File: src/rtl/csi2_pkt_parser.sv
`default_nettype none
// +--------------------------------------------------------------------------+
// | Module   : csi2_pkt_parser                                               |
// | Purpose  : CSI-2 packet parser behind the D-PHY slave. It decodes and    |
// |            ECC-checks the packet header, strips the payload CRC, and     |
// |            forwards payload words with byte enables and a last flag.     |
// |            eop_o re-arms the D-PHY slave word alignment.                 |
// | Ports    : clk_i, rst_n_i       byte clock, async active-low reset        |
// |            data_i, valid_i      32-bit mapped word stream (byte0=[7:0])   |
// |            hdr_valid_o, vc_o, dt_o, wc_o, short_pkt_o   header outputs   |
// |            tdata_o, tkeep_o, tvalid_o, tlast_o  payload (no backpressure)|
// |            eop_o, ecc_err_o, ecc_corr_o         status pulses            |
// | Options  : `define CSI2_ECC_CORRECT_EN enables single-bit header         |
// |            correction; without it ecc_corr_o is constant 0.              |
// | Revision : 1.0  initial release                                          |
// +--------------------------------------------------------------------------+
module csi2_pkt_parser #(
  parameter int         VC_FILTER_EN = 0,
  parameter logic [1:0] VC_ID        = 2'd0
) (
  input  logic        clk_i,
  input  logic        rst_n_i,
  input  logic [31:0] data_i,
  input  logic        valid_i,
  output logic        hdr_valid_o,
  output logic [1:0]  vc_o,
  output logic [5:0]  dt_o,
  output logic [15:0] wc_o,
  output logic        short_pkt_o,
  output logic [31:0] tdata_o,
  output logic [3:0]  tkeep_o,
  output logic        tvalid_o,
  output logic        tlast_o,
  output logic        eop_o,
  output logic        ecc_err_o,
  output logic        ecc_corr_o
);

  typedef enum logic [1:0] {
    ST_IDLE    = 2'd0,
    ST_PAYLOAD = 2'd1,
    ST_CRC     = 2'd2
  } state_t;

  // Parity-check column of each header bit in the CSI-2 Hamming code.
  function automatic logic [5:0] ecc_col(input logic [4:0] idx);
    case (idx)
      5'd0:  ecc_col = 6'h07;  5'd1:  ecc_col = 6'h0B;  5'd2:  ecc_col = 6'h0D;
      5'd3:  ecc_col = 6'h0E;  5'd4:  ecc_col = 6'h13;  5'd5:  ecc_col = 6'h15;
      5'd6:  ecc_col = 6'h16;  5'd7:  ecc_col = 6'h19;  5'd8:  ecc_col = 6'h1A;
      5'd9:  ecc_col = 6'h1C;  5'd10: ecc_col = 6'h23;  5'd11: ecc_col = 6'h25;
      5'd12: ecc_col = 6'h26;  5'd13: ecc_col = 6'h29;  5'd14: ecc_col = 6'h2A;
      5'd15: ecc_col = 6'h2C;  5'd16: ecc_col = 6'h31;  5'd17: ecc_col = 6'h32;
      5'd18: ecc_col = 6'h34;  5'd19: ecc_col = 6'h38;  5'd20: ecc_col = 6'h1F;
      5'd21: ecc_col = 6'h2F;  5'd22: ecc_col = 6'h37;  5'd23: ecc_col = 6'h3B;
      default: ecc_col = 6'h00;
    endcase
  endfunction

  state_t        state_q, state_d;
  logic [16:0]   rem_q, rem_d;
  logic          pass_q, pass_d;
  logic [1:0]    vc_q, vc_d;
  logic [5:0]    dt_q, dt_d;
  logic [15:0]   wc_q, wc_d;
  logic          short_q, short_d;
  logic          hdr_valid_q, hdr_valid_d;
  logic [31:0]   tdata_q, tdata_d;
  logic [3:0]    tkeep_q, tkeep_d;
  logic          tvalid_q, tvalid_d;
  logic          tlast_q, tlast_d;
  logic          eop_q, eop_d;
  logic          ecc_err_q, ecc_err_d;
  logic          ecc_corr_q, ecc_corr_d;

  logic [23:0]   hdr_raw;
  logic [23:0]   hdr_fix;
  logic [5:0]    ecc_calc;
  logic [5:0]    syn;
  logic          fix_ok;
  logic          hdr_good;
  logic          vc_pass;
  logic          unused_bits;

  assign hdr_raw     = data_i[23:0];
  assign unused_bits = ^data_i[31:30];

  always_comb begin
    ecc_calc = 6'd0;
    for (int i = 0; i < 24; i++) begin
      if (hdr_raw[i]) ecc_calc = ecc_calc ^ ecc_col(5'(i));
    end
  end

  assign syn = data_i[29:24] ^ ecc_calc;

  // A syndrome equal to a data column flips that header bit; a single-bit
  // syndrome means only the ECC field was hit, so the header is intact.
  always_comb begin
    hdr_fix = hdr_raw;
    fix_ok  = 1'b0;
`ifdef CSI2_ECC_CORRECT_EN
    for (int i = 0; i < 24; i++) begin
      if (syn == ecc_col(5'(i))) begin
        hdr_fix[i] = ~hdr_raw[i];
        fix_ok     = 1'b1;
      end
    end
    if ((syn != 6'd0) && ((syn & (syn - 6'd1)) == 6'd0)) fix_ok = 1'b1;
`endif
  end

  assign hdr_good = (syn == 6'd0) || fix_ok;
  assign vc_pass  = (VC_FILTER_EN == 0) || (hdr_fix[7:6] == VC_ID);

  always_comb begin
    state_d     = state_q;
    rem_d       = rem_q;
    pass_d      = pass_q;
    vc_d        = vc_q;
    dt_d        = dt_q;
    wc_d        = wc_q;
    short_d     = short_q;
    tdata_d     = tdata_q;
    tkeep_d     = 4'h0;
    tvalid_d    = 1'b0;
    tlast_d     = 1'b0;
    hdr_valid_d = 1'b0;
    eop_d       = 1'b0;
    ecc_err_d   = 1'b0;
    ecc_corr_d  = 1'b0;
    if (valid_i) begin
      case (state_q)
        ST_IDLE: begin
          if (!hdr_good) begin
            ecc_err_d = 1'b1;
            eop_d     = 1'b1;
          end else begin
            pass_d = vc_pass;
            if (vc_pass) begin
              hdr_valid_d = 1'b1;
              ecc_corr_d  = (syn != 6'd0);
              vc_d        = hdr_fix[7:6];
              dt_d        = hdr_fix[5:0];
              wc_d        = hdr_fix[23:8];
              short_d     = (hdr_fix[5:0] <= 6'h0F);
            end
            if (hdr_fix[5:0] <= 6'h0F) begin
              eop_d = 1'b1;
            end else if (hdr_fix[23:8] != 16'd0) begin
              rem_d   = {1'b0, hdr_fix[23:8]};
              state_d = ST_PAYLOAD;
            end else begin
              state_d = ST_CRC;
            end
          end
        end
        ST_PAYLOAD: begin
          tvalid_d = pass_q;
          if (pass_q) tdata_d = data_i;
          if (rem_q > 17'd4) begin
            tkeep_d = pass_q ? 4'hF : 4'h0;
            rem_d   = rem_q - 17'd4;
          end else begin
            case (rem_q[2:0])
              3'd1:    tkeep_d = 4'h1;
              3'd2:    tkeep_d = 4'h3;
              3'd3:    tkeep_d = 4'h7;
              default: tkeep_d = 4'hF;
            endcase
            if (!pass_q) tkeep_d = 4'h0;
            tlast_d = pass_q;
            // Both CRC bytes fit behind the last payload byte in this word.
            if (rem_q <= 17'd2) begin
              eop_d   = 1'b1;
              state_d = ST_IDLE;
            end else begin
              state_d = ST_CRC;
            end
          end
        end
        ST_CRC: begin
          eop_d   = 1'b1;
          state_d = ST_IDLE;
        end
        default: state_d = ST_IDLE;
      endcase
    end
  end

  always_ff @(posedge clk_i or negedge rst_n_i) begin
    if (!rst_n_i) begin
      state_q     <= ST_IDLE;
      rem_q       <= 17'd0;
      pass_q      <= 1'b0;
      vc_q        <= 2'd0;
      dt_q        <= 6'd0;
      wc_q        <= 16'd0;
      short_q     <= 1'b0;
      hdr_valid_q <= 1'b0;
      tdata_q     <= 32'd0;
      tkeep_q     <= 4'h0;
      tvalid_q    <= 1'b0;
      tlast_q     <= 1'b0;
      eop_q       <= 1'b0;
      ecc_err_q   <= 1'b0;
      ecc_corr_q  <= 1'b0;
    end else begin
      state_q     <= state_d;
      rem_q       <= rem_d;
      pass_q      <= pass_d;
      vc_q        <= vc_d;
      dt_q        <= dt_d;
      wc_q        <= wc_d;
      short_q     <= short_d;
      hdr_valid_q <= hdr_valid_d;
      tdata_q     <= tdata_d;
      tkeep_q     <= tkeep_d;
      tvalid_q    <= tvalid_d;
      tlast_q     <= tlast_d;
      eop_q       <= eop_d;
      ecc_err_q   <= ecc_err_d;
      ecc_corr_q  <= ecc_corr_d;
    end
  end

  assign hdr_valid_o = hdr_valid_q;
  assign vc_o        = vc_q;
  assign dt_o        = dt_q;
  assign wc_o        = wc_q;
  assign short_pkt_o = short_q;
  assign tdata_o     = tdata_q;
  assign tkeep_o     = tkeep_q;
  assign tvalid_o    = tvalid_q;
  assign tlast_o     = tlast_q;
  assign eop_o       = eop_q;
  assign ecc_err_o   = ecc_err_q;
  assign ecc_corr_o  = ecc_corr_q;

endmodule
`default_nettype wire

File: config.mk
export PLATFORM = sky130hd
export DESIGN_NAME = csi2_pkt_parser
export DESIGN_NICKNAME = d
export VERILOG_FILES = /design/src/rtl/csi2_pkt_parser.sv
export SDC_FILE = /design/constraint.sdc
export NUM_CORES = 1
export LEC_CHECK = 0
export BUFFER_PORTS_ARGS = -buffer_cell sky130_fd_sc_hd__buf_2
export CAP_MARGIN = 20
export CORE_AREA = 3 3 163 101
export CTS_CLUSTER_SIZE = 20
export DETAILED_ROUTE_END_ITERATION = 8
export DIE_AREA = 0 0 166 104
export GPL_ROUTABILITY_DRIVEN = 0
export HOLD_SLACK_MARGIN = 0.08
export PLACE_DENSITY = 0.52
export SLEW_MARGIN = 40
export SYNTH_ARGS = -nofsm -noshare
export SYNTH_HDL_FRONTEND = slang
export SYNTH_SLANG_ARGS = --single-unit
File: constraint.sdc
create_clock -name clk_i -period 2.4 [get_ports clk_i]
set_input_delay 0.24 -clock clk_i [delete_from_list [all_inputs] [get_ports clk_i]]
set_output_delay 0.24 -clock clk_i [all_outputs]
set_load 0.02 [all_outputs]
==> results of run 1 <==
state kept, by name (all words and copies together), names as in the netlist:
register     cells
tdata_o         32
rem_q           17
wc_o            16
dt_o             6
tkeep_o          4
state_q          2
vc_o             2
ecc_err_o        1
eop_o            1
hdr_valid_o      1
pass_q           1
short_pkt_o      1
tlast_o          1
logic make-up (layout without fill, tap and decap cells):
| group | count (synthesis) | count (layout) | synth area share, % |
|---|---|---|---|
| xor+xnor | 43 | 43 | 11.2 |
| compound gates | 73 | 73 | 10.7 |
| simple gates | 86 | 86 | 9.91 |
| fa+ha+maj | 4 | 4 | 1.11 |
| flops | 85 | 85 | 47.3 |
| mux | 56 | 56 | 15.4 |
| other cells | 1 | 1 | 0.0834 |
| buf+inv | 42 | 204 | 4.29 |
metrics by stage:
| step | instances | setup slack (ns) | hold WS, ns | utilization (%) |
|---|---|---|---|---|
| 6_report | 755 | 0.0196 | 0.136 | 40.4 |
| 5_1_grt | 755 | -0.0879 | 0.132 | 40.4 |
| 4_1_cts | 752 | 0.0108 | 0.131 | 39.8 |
| 3_5_place_dp | 735 | -0.368 | 0.270 | 37.4 |
| 3_3_place_gp | 735 | -0.377 | 0.266 | 37.4 |
| 2_1_floorplan | 390 | 0.0194 | -0.0556 | - |
worst max-delay path by stage:
stage,from,endpoint,cells past startpoint
floorplan,rem_q[5]$_DFFE_PN0P_,rem_q[7]$_DFFE_PN0P_,7
global placement,data_i[23],rem_q[11]$_DFFE_PN0P_,9
detailed placement,data_i[23],rem_q[11]$_DFFE_PN0P_,9
CTS,rem_q[5]$_DFFE_PN0P_,rem_q[12]$_DFFE_PN0P_,8
global route,rem_q[7]$_DFFE_PN0P_,rem_q[16]$_DFFE_PN0P_,8
finish,rem_q[7]$_DFFE_PN0P_,rem_q[16]$_DFFE_PN0P_,8
per-layer routing:
layer / routed length (microns) / global-route usage (%) / share of wire (%)
met2: 5410 / 21.1 / 39
met1: 7300 / 24.8 / 53
met4: 111 / 3.56 / 0.81
met5: 7 / 0 / 0.051
met3: 916 / 5.01 / 6.7
where the power goes:
part           leakage (uW)  switching, uW  internal (uW)
combinational       0.00194           1560           1250
sequential          0.00108            354           1950
clock              0.000150            571            907
total               0.00317           2480           4100
cell type report:
cell class | count | area [sq um]
fillers | 1485 | 9050
inverters | 22 | 82.6
clock buffers | 11 | 233
multi-input cells | 263 | 2310
well taps | 203 | 254
repair buffers | 167 | 1060
flip-flops and latches | 85 | 2130
clock inverters | 4 | 73.8
repair_timing:
action,in CTS,in global routing
hold endpoints to repair,42,0
pin swaps,1,6
resized for setup,9,17
setup buffers,1,3
endpoints found under the setup margin,14,24
hold buffers,1,0
cell usage in the layout (no fill, tap or decap), types with 6 or more instances in the layout:
cell / n
xor2_1: 6
buf_2: 99
o21ai_0: 15
clkbuf_16: 9
mux2_2: 35
xnor3_1: 8
a21oi_1: 18
nand2_1: 22
xnor2_1: 24
mux2_4: 18
buf_4: 60
dfrtp_1: 85
nor3_1: 12
o221ai_2: 6
nor2_1: 20
inv_1: 22
==> out/metrics.cfg, run 1 <==
[status]
outcome=complete, no violations

[pwr]
peakVddDrop_v=0.000578
total_power_uw=6580
total_leakage_power_uw=0.00317
power_density_nw_per_um2=1070

[setup_path]
rrSetupSlack_ns=0.02
crit_arrival_ns=2.64
required_ns=2.66
setup.worst_path.class=reg -> reg
crit_path_top_delay_cell=or4_4
crit_chain=or4_4, buf_6, or3_4, buf_6, or3_1, o31ai_1, a22oi_1, o21ai_1
cpLargestDelayFamily=simple AND/OR/NAND/NOR gates
r2r_start=rem_q[7]$_DFFE_PN0P_
reg2regPathDepth=8
rr_endpoint=rem_q[16]$_DFFE_PN0P_
cp_num_buf_inv=2
crit_top_cell=buf_6
worst_setup_path_start_kind=register
end_kind=register
cp_max_fo=5
cpPeakStageDelay_ns=0.55

[drt]
drt_iter0_markers=197
vias_per_cell=4.82
drc=0
dr.pass1.iters=4
wl_per_cell_microns=18.2
drt_wl_total_microns=13700
drt.antenna.violating_nets=0
vias=3641

[clock_tree]
cts_tree=done
htreeDepth=3
clk_pin_slew_ns=0.06
cts_sinks=85
insertion_delay_ns=0.34
cts_buffer_depth=2
ctsRootBufferMaster=clkbuf_16
cts-buffers-inserted=9

[cells_and_area]
final_area_sq_um=6140
drive_gt1_share_pct=47.8
area_growth_pct=36.7
nNetsFinal=587
diodes=0

[floorplanning]
io_pins=102
die_y_microns=104
fp.coreArea_sq_um=15200
rows=35
start_util_pct=29.6
die_area_sq_um=17300
die_width_microns=166

[timing]
finalCritPeriodShare_pct=99.2
setup_violations=0
rsz0062_at_grt=yes
period_needed_ns=2.38
hold_violations=0
slew_viol_final=0
setup_tns_ns=0
fmax_mhz=420
tightest_slew_ns=0.548
slew_headroom_pct=63.5
fin_skew_ns=0.0116

[global_routing]
grtUsageTotal_pct=15.9
grt_remaining_overflow=0
grt_pass1_vias=3699
antenna_found_initial=1
grt_start_max_net_pins=44
grt_pass1_wl_microns=21500

[synthesis]
synthesis.nets=429
synth_area_per_cell_sq_um=11.5
synth_commonest_cells=85 x dfrtp_1, 35 x mux2_2, 28 x xnor2_1
yosysSeqAreaShare_pct=47.3
synth.most_common_cell=dfrtp_1
syn-instance-count=390
yosysTopAreaCell=dfrtp_1
synth_cell_types=54
synth_edf_count=0
synth_top_area_share_pct=47.3
synthTopCellsByArea=dfrtp_1 47%, mux2_2 8.8%, mux2_4 6.0%, xnor2_1 5.5%, xnor3_1 4.0%
syn_area_sq_um=4500
dominantRegCellSynth=dfrtp_1
ys_async_sr_fraction_pct=100
synth-warning-count=0
ys_seq_elements=85

[flow_run]
drv_cap=0

[min_path]
whs_path_depth=2
worstHoldPathType=in -> reg
worst_hold_startpoint=data_i[30]
min_to=tdata_o[30]$_DFFE_PN0P_

[placement]
dpl.hpwl_microns=10500
portBuffers=100
place_area_sq_um=5680

Power figures use the tool's default switching activity.
==> inputs of run 2 (changes only) <==
--- a/config.mk
+++ b/config.mk
@@ -7,13 +7,13 @@
 export LEC_CHECK = 0
 export BUFFER_PORTS_ARGS = -buffer_cell sky130_fd_sc_hd__buf_2
 export CAP_MARGIN = 20
-export CORE_AREA = 3 3 163 101
+export CORE_AREA = 3 3 128 81
 export CTS_CLUSTER_SIZE = 20
 export DETAILED_ROUTE_END_ITERATION = 8
-export DIE_AREA = 0 0 166 104
+export DIE_AREA = 0 0 131 84
 export GPL_ROUTABILITY_DRIVEN = 0
 export HOLD_SLACK_MARGIN = 0.08
-export PLACE_DENSITY = 0.52
+export PLACE_DENSITY = 0.76
 export SLEW_MARGIN = 40
 export SYNTH_ARGS = -nofsm -noshare
 export SYNTH_HDL_FRONTEND = slang
==> out/metrics.cfg, run 2 (synthesis results as in run 1) <==
[status]
outcome=complete, no violations

[cells_and_area]
final_area_sq_um=5940
area_growth_pct=32.1
fillers=705
nNetsFinal=576
final_cell_mix=99 x buf_2, 85 x dfrtp_1, 52 x buf_4
drive_gt1_share_pct=46.7
diodes=0
final_common_cell=buf_2
largest_reg_flops=32

[setup_path]
rr_endpoint=rem_q[16]$_DFFE_PN0P_
setup.worst_path.class=reg -> reg
rrSetupSlack_ns=0.01
worst_setup_path_start_kind=register
r2r_start=rem_q[7]$_DFFE_PN0P_
crit_arrival_ns=2.66
reg2regPathDepth=8
cp_max_fo=5
required_ns=2.67
end_kind=register
crit_start=rem_q[7]$_DFFE_PN0P_

[pwr]
switching_power_uw=2460
total_power_uw=6450
comb_power_share_pct=41.9
p_clk_share_pct=22.2
sw_frac_of_total_pct=38.1
intPower_uw=4000
total_leakage_power_uw=0.00311
power_density_nw_per_um2=1090
peakVddDrop_v=0.000793
power_frac_seq_pct=35.9

[flow_run]
drv_cap=0

[timing]
setup_violations=0
fin_skew_ns=0.00673
slew_headroom_pct=66.5
hold_ws_ns=0.136
hold_violations=0
rsz0062_at_grt=yes
finalCritPeriodShare_pct=99.4
slew_viol_final=0
period_needed_ns=2.39
fmax_mhz=419
tightest_slew_ns=0.490

[placement]
place_area_sq_um=5500
portBuffers=100
dpl.hpwl_microns=9210

[global_routing]
grt_pass1_vias=3814
grt_start_max_net_pins=60
grt_remaining_overflow=0
grtUsageTotal_pct=23.4
grt_pass1_wl_microns=19800
antenna_found_initial=0

[floorplanning]
die_area_sq_um=11000
start_util_pct=49.1
rows=27
fp.coreArea_sq_um=9160
die_width_microns=131
io_pins=102
die_y_microns=84

[drt]
drc=0
dr.pass1.iters=5
drt_wl_total_microns=12500
vias=3740
drt_iter0_markers=311
wl_per_cell_microns=18.6
vias_per_cell=5.57
drt.antenna.violating_nets=0

[clock_tree]
cts-buffers-inserted=9
ctsRootBufferMaster=clkbuf_16
cts_sinks=85
htreeDepth=3
insertion_delay_ns=0.34
clk_pin_slew_ns=0.06
cts_tree=done
cts_buffer_depth=2

[min_path]
whs_path_depth=2
min_to=tdata_o[30]$_DFFE_PN0P_
worst_hold_startpoint=data_i[30]
worstHoldPathType=in -> reg

## run 2: how the worst max path moves through the flow
stage | end | depth (start not counted)
floorplan | rem_q[7]$_DFFE_PN0P_ | 7
global placement | rem_q[11]$_DFFE_PN0P_ | 9
detailed placement | dt_o[2]$_DFFE_PN0P_ | 9
CTS | rem_q[14]$_DFFE_PN0P_ | 7
global route | rem_q[7]$_DFFE_PN0P_ | 8
finish | rem_q[16]$_DFFE_PN0P_ | 8
## run 2: layout make-up
type                       count  area (sq um)  share of cell area [%]
clock buffer                  11           253                    4.26
clock inverter                 5          58.8                   0.990
inverter                      22          82.6                    1.39
multi-input combinational    263          2290                    38.5
sequential                    85          2130                    35.8
tap                          130           163                    2.74
timing repair buffer         156           967                    16.3
## run 2: routing by layer
layer	share of wire, %	GRT usage (%)	wire, microns
met1	45	33.5	5630
met2	43	33.6	5400
met3	10	7.93	1280
met4	1.6	6.72	199
met5	0	0	0
## run 2: worst max-delay path: stages, from the launching register on
cell and delay (ns):
dfrtp_1 0.40, or4_4 0.55, buf_4 0.17, or3_4 0.35
buf_4 0.16, or3_1 0.30, o31ai_1 0.21, a22oi_1 0.09
o21ai_1 0.09
## run 2: per-stage QoR
step	util [%]	worst slack, ns	cells	TNS (ns)
floorplan	-	0.0194	390	0
global placement	60.1	-0.187	652	-6.18
detailed placement	60.1	-0.189	652	-6.23
CTS	63.9	0.00255	669	0
global route	64.9	-0.0536	672	-0.519
finish	64.9	0.0142	672	0
## run 2: repair_timing
action                                  in CTS  in global routing
endpoints found under the setup margin      14                 30
hold buffers                                 1                  0
resized for setup                            7                 14
pin swaps                                    0                  3
endpoints found under the hold margin       57                  0
cloned                                       0                  0
setup buffers                                0                  2
## run 2: power by group through the flow
| stage | clock network (uW) | logic (uW) | registers (uW) |
|---|---|---|---|
| floorplan | 0 | 1240 | 2730 |
| detailed placement | 0 | 2620 | 2300 |
| CTS | 1460 | 2640 | 2300 |
| finish | 1430 | 2700 | 2320 |
| global route | 1540 | 2910 | 2380 |
| global placement | 0 | 2530 | 2280 |
==> inputs of run 3 (changes only) <==
--- a/config.mk
+++ b/config.mk
@@ -8,6 +8,7 @@
 export BUFFER_PORTS_ARGS = -buffer_cell sky130_fd_sc_hd__buf_2
 export CAP_MARGIN = 20
 export CORE_AREA = 3 3 128 81
+export CTS_BUF_LIST = sky130_fd_sc_hd__clkbuf_16
 export CTS_CLUSTER_SIZE = 20
 export DETAILED_ROUTE_END_ITERATION = 8
 export DIE_AREA = 0 0 131 84
==> out/metrics.cfg, run 3 (synthesis results as in run 1) <==
[status]
outcome=complete, no violations

[floorplanning]
die_y_microns=84
start_util_pct=49.1
die_area_sq_um=11000
die_width_microns=131
fp.coreArea_sq_um=9160
rows=27
io_pins=102

[timing]
period_needed_ns=2.39
fmax_mhz=418
hold_violations=0
fin_skew_ns=0.00810
slew_headroom_pct=67.4
rsz0062_at_grt=yes
slew_viol_final=0
tightest_slew_ns=0.477
setup_tns_ns=0
setup_violations=0
finalCritPeriodShare_pct=99.6
fin_ws_ns=0.00914

[clock_tree]
cts-buffers-inserted=9
clk_pin_slew_ns=0.07
cts_tree=done
htreeDepth=3
ctsRootBufferMaster=clkbuf_16
cts_buffer_depth=2
cts_sinks=85
insertion_delay_ns=0.34

[drt]
drt.antenna.violating_nets=0
vias_per_cell=5.52
wl_per_cell_microns=18.6
drt_wl_total_microns=12500
drc=0
drt_iter0_markers=361
vias=3710
dr.pass1.iters=5

[setup_path]
crit_arrival_ns=2.66
end_kind=register
cp_max_fo=5
reg2regPathDepth=8
setup.worst_path.class=reg -> reg
required_ns=2.67
r2r_start=rem_q[7]$_DFFE_PN0P_
rr_endpoint=rem_q[16]$_DFFE_PN0P_
worst_setup_path_start_kind=register
rrSetupSlack_ns=0.009

[global_routing]
grt_start_max_net_pins=60
grt_pass1_wl_microns=19800
grtUsageTotal_pct=23.3
grt_pass1_vias=3818
grt_remaining_overflow=0
antenna_found_initial=0

[cells_and_area]
final_common_cell=buf_2
area_growth_pct=31.7
final_area_sq_um=5920
diodes=0
final_cell_mix=99 x buf_2, 85 x dfrtp_1, 52 x buf_4
drive_gt1_share_pct=46.3
nNetsFinal=576
largest_reg_flops=32

[placement]
dpl.hpwl_microns=9210
portBuffers=100
dp_slack_ns=-0.189
place_area_sq_um=5500

[pwr]
total_power_uw=6380
power_density_nw_per_um2=1080
peakVddDrop_v=0.000791
total_leakage_power_uw=0.00310

[min_path]
min_to=tdata_o[30]$_DFFE_PN0P_
worstHoldPathType=in -> reg
whs_path_depth=2
worst_hold_startpoint=data_i[30]

[flow_run]
drv_cap=0

[run 3: cell types whose count changed in the layout (fill, tap and decap cells not counted), sizes merged]
cell	delta
clkbuf	-2
clkinv	+2
[run 3: through the flow]
step / cells / util, % / hold WS [ns]
after global routing: 672 / 64.7 / 0.130
after detailed placement: 652 / 60.1 / 0.350
after CTS: 669 / 63.7 / 0.131
after floorplan: 390 / - / -0.0556
after global placement: 652 / 60.1 / 0.346
final: 672 / 64.7 / 0.137
[run 3: final cells by class]
cell class / instances / area [sq um]
inverters: 22 / 82.6
multi-input cells: 263 / 2290
clock buffers: 9 / 225
well taps: 130 / 163
flip-flops and latches: 85 / 2130
fillers: 710 / 3240
clock inverters: 7 / 66.3
repair buffers: 156 / 967
[run 3: layer usage]
metal	track usage (%)	wire length, microns	up-vias
li1	-	-	1678
met1	33.3	5620	1802
met2	33.7	5420	208
met3	7.93	1230	22
met4	6.72	206	0
met5	0	0	-
[run 3: what timing repair did]
action,4_1_cts,5_1_grt
hold endpoints to repair,57,0
gates resized for setup,7,14
setup buffers,0,2
setup endpoints to repair,14,31
pin swaps,0,3
hold buffers,1,0
[run 3: how the worst max path moves through the flow]
stage,depth (start not counted),slack [ns],end,start
floorplan,7,0.02,rem_q[7]$_DFFE_PN0P_,rem_q[5]$_DFFE_PN0P_
CTS,7,0.002,rem_q[14]$_DFFE_PN0P_,rem_q[7]$_DFFE_PN0P_
finish,8,0.009,rem_q[16]$_DFFE_PN0P_,rem_q[7]$_DFFE_PN0P_
global placement,9,-0.19,rem_q[11]$_DFFE_PN0P_,data_i[23]
global route,8,-0.05,rem_q[7]$_DFFE_PN0P_,rem_q[7]$_DFFE_PN0P_
detailed placement,9,-0.19,dt_o[2]$_DFFE_PN0P_,data_i[9]
[run 3: critical path: stages, from the launching register on]
cell and delay, ns:
dfrtp_1 0.40, or4_4 0.56, buf_4 0.17, or3_4 0.35
buf_4 0.16, or3_1 0.30, o31ai_1 0.20, a22oi_1 0.09
o21ai_1 0.09
[run 3: power by group]
group          switching (uW)  internal (uW)  total (uW)
clock network             566            798        1360
registers                 369           1950        2320
logic                    1510           1190        2700
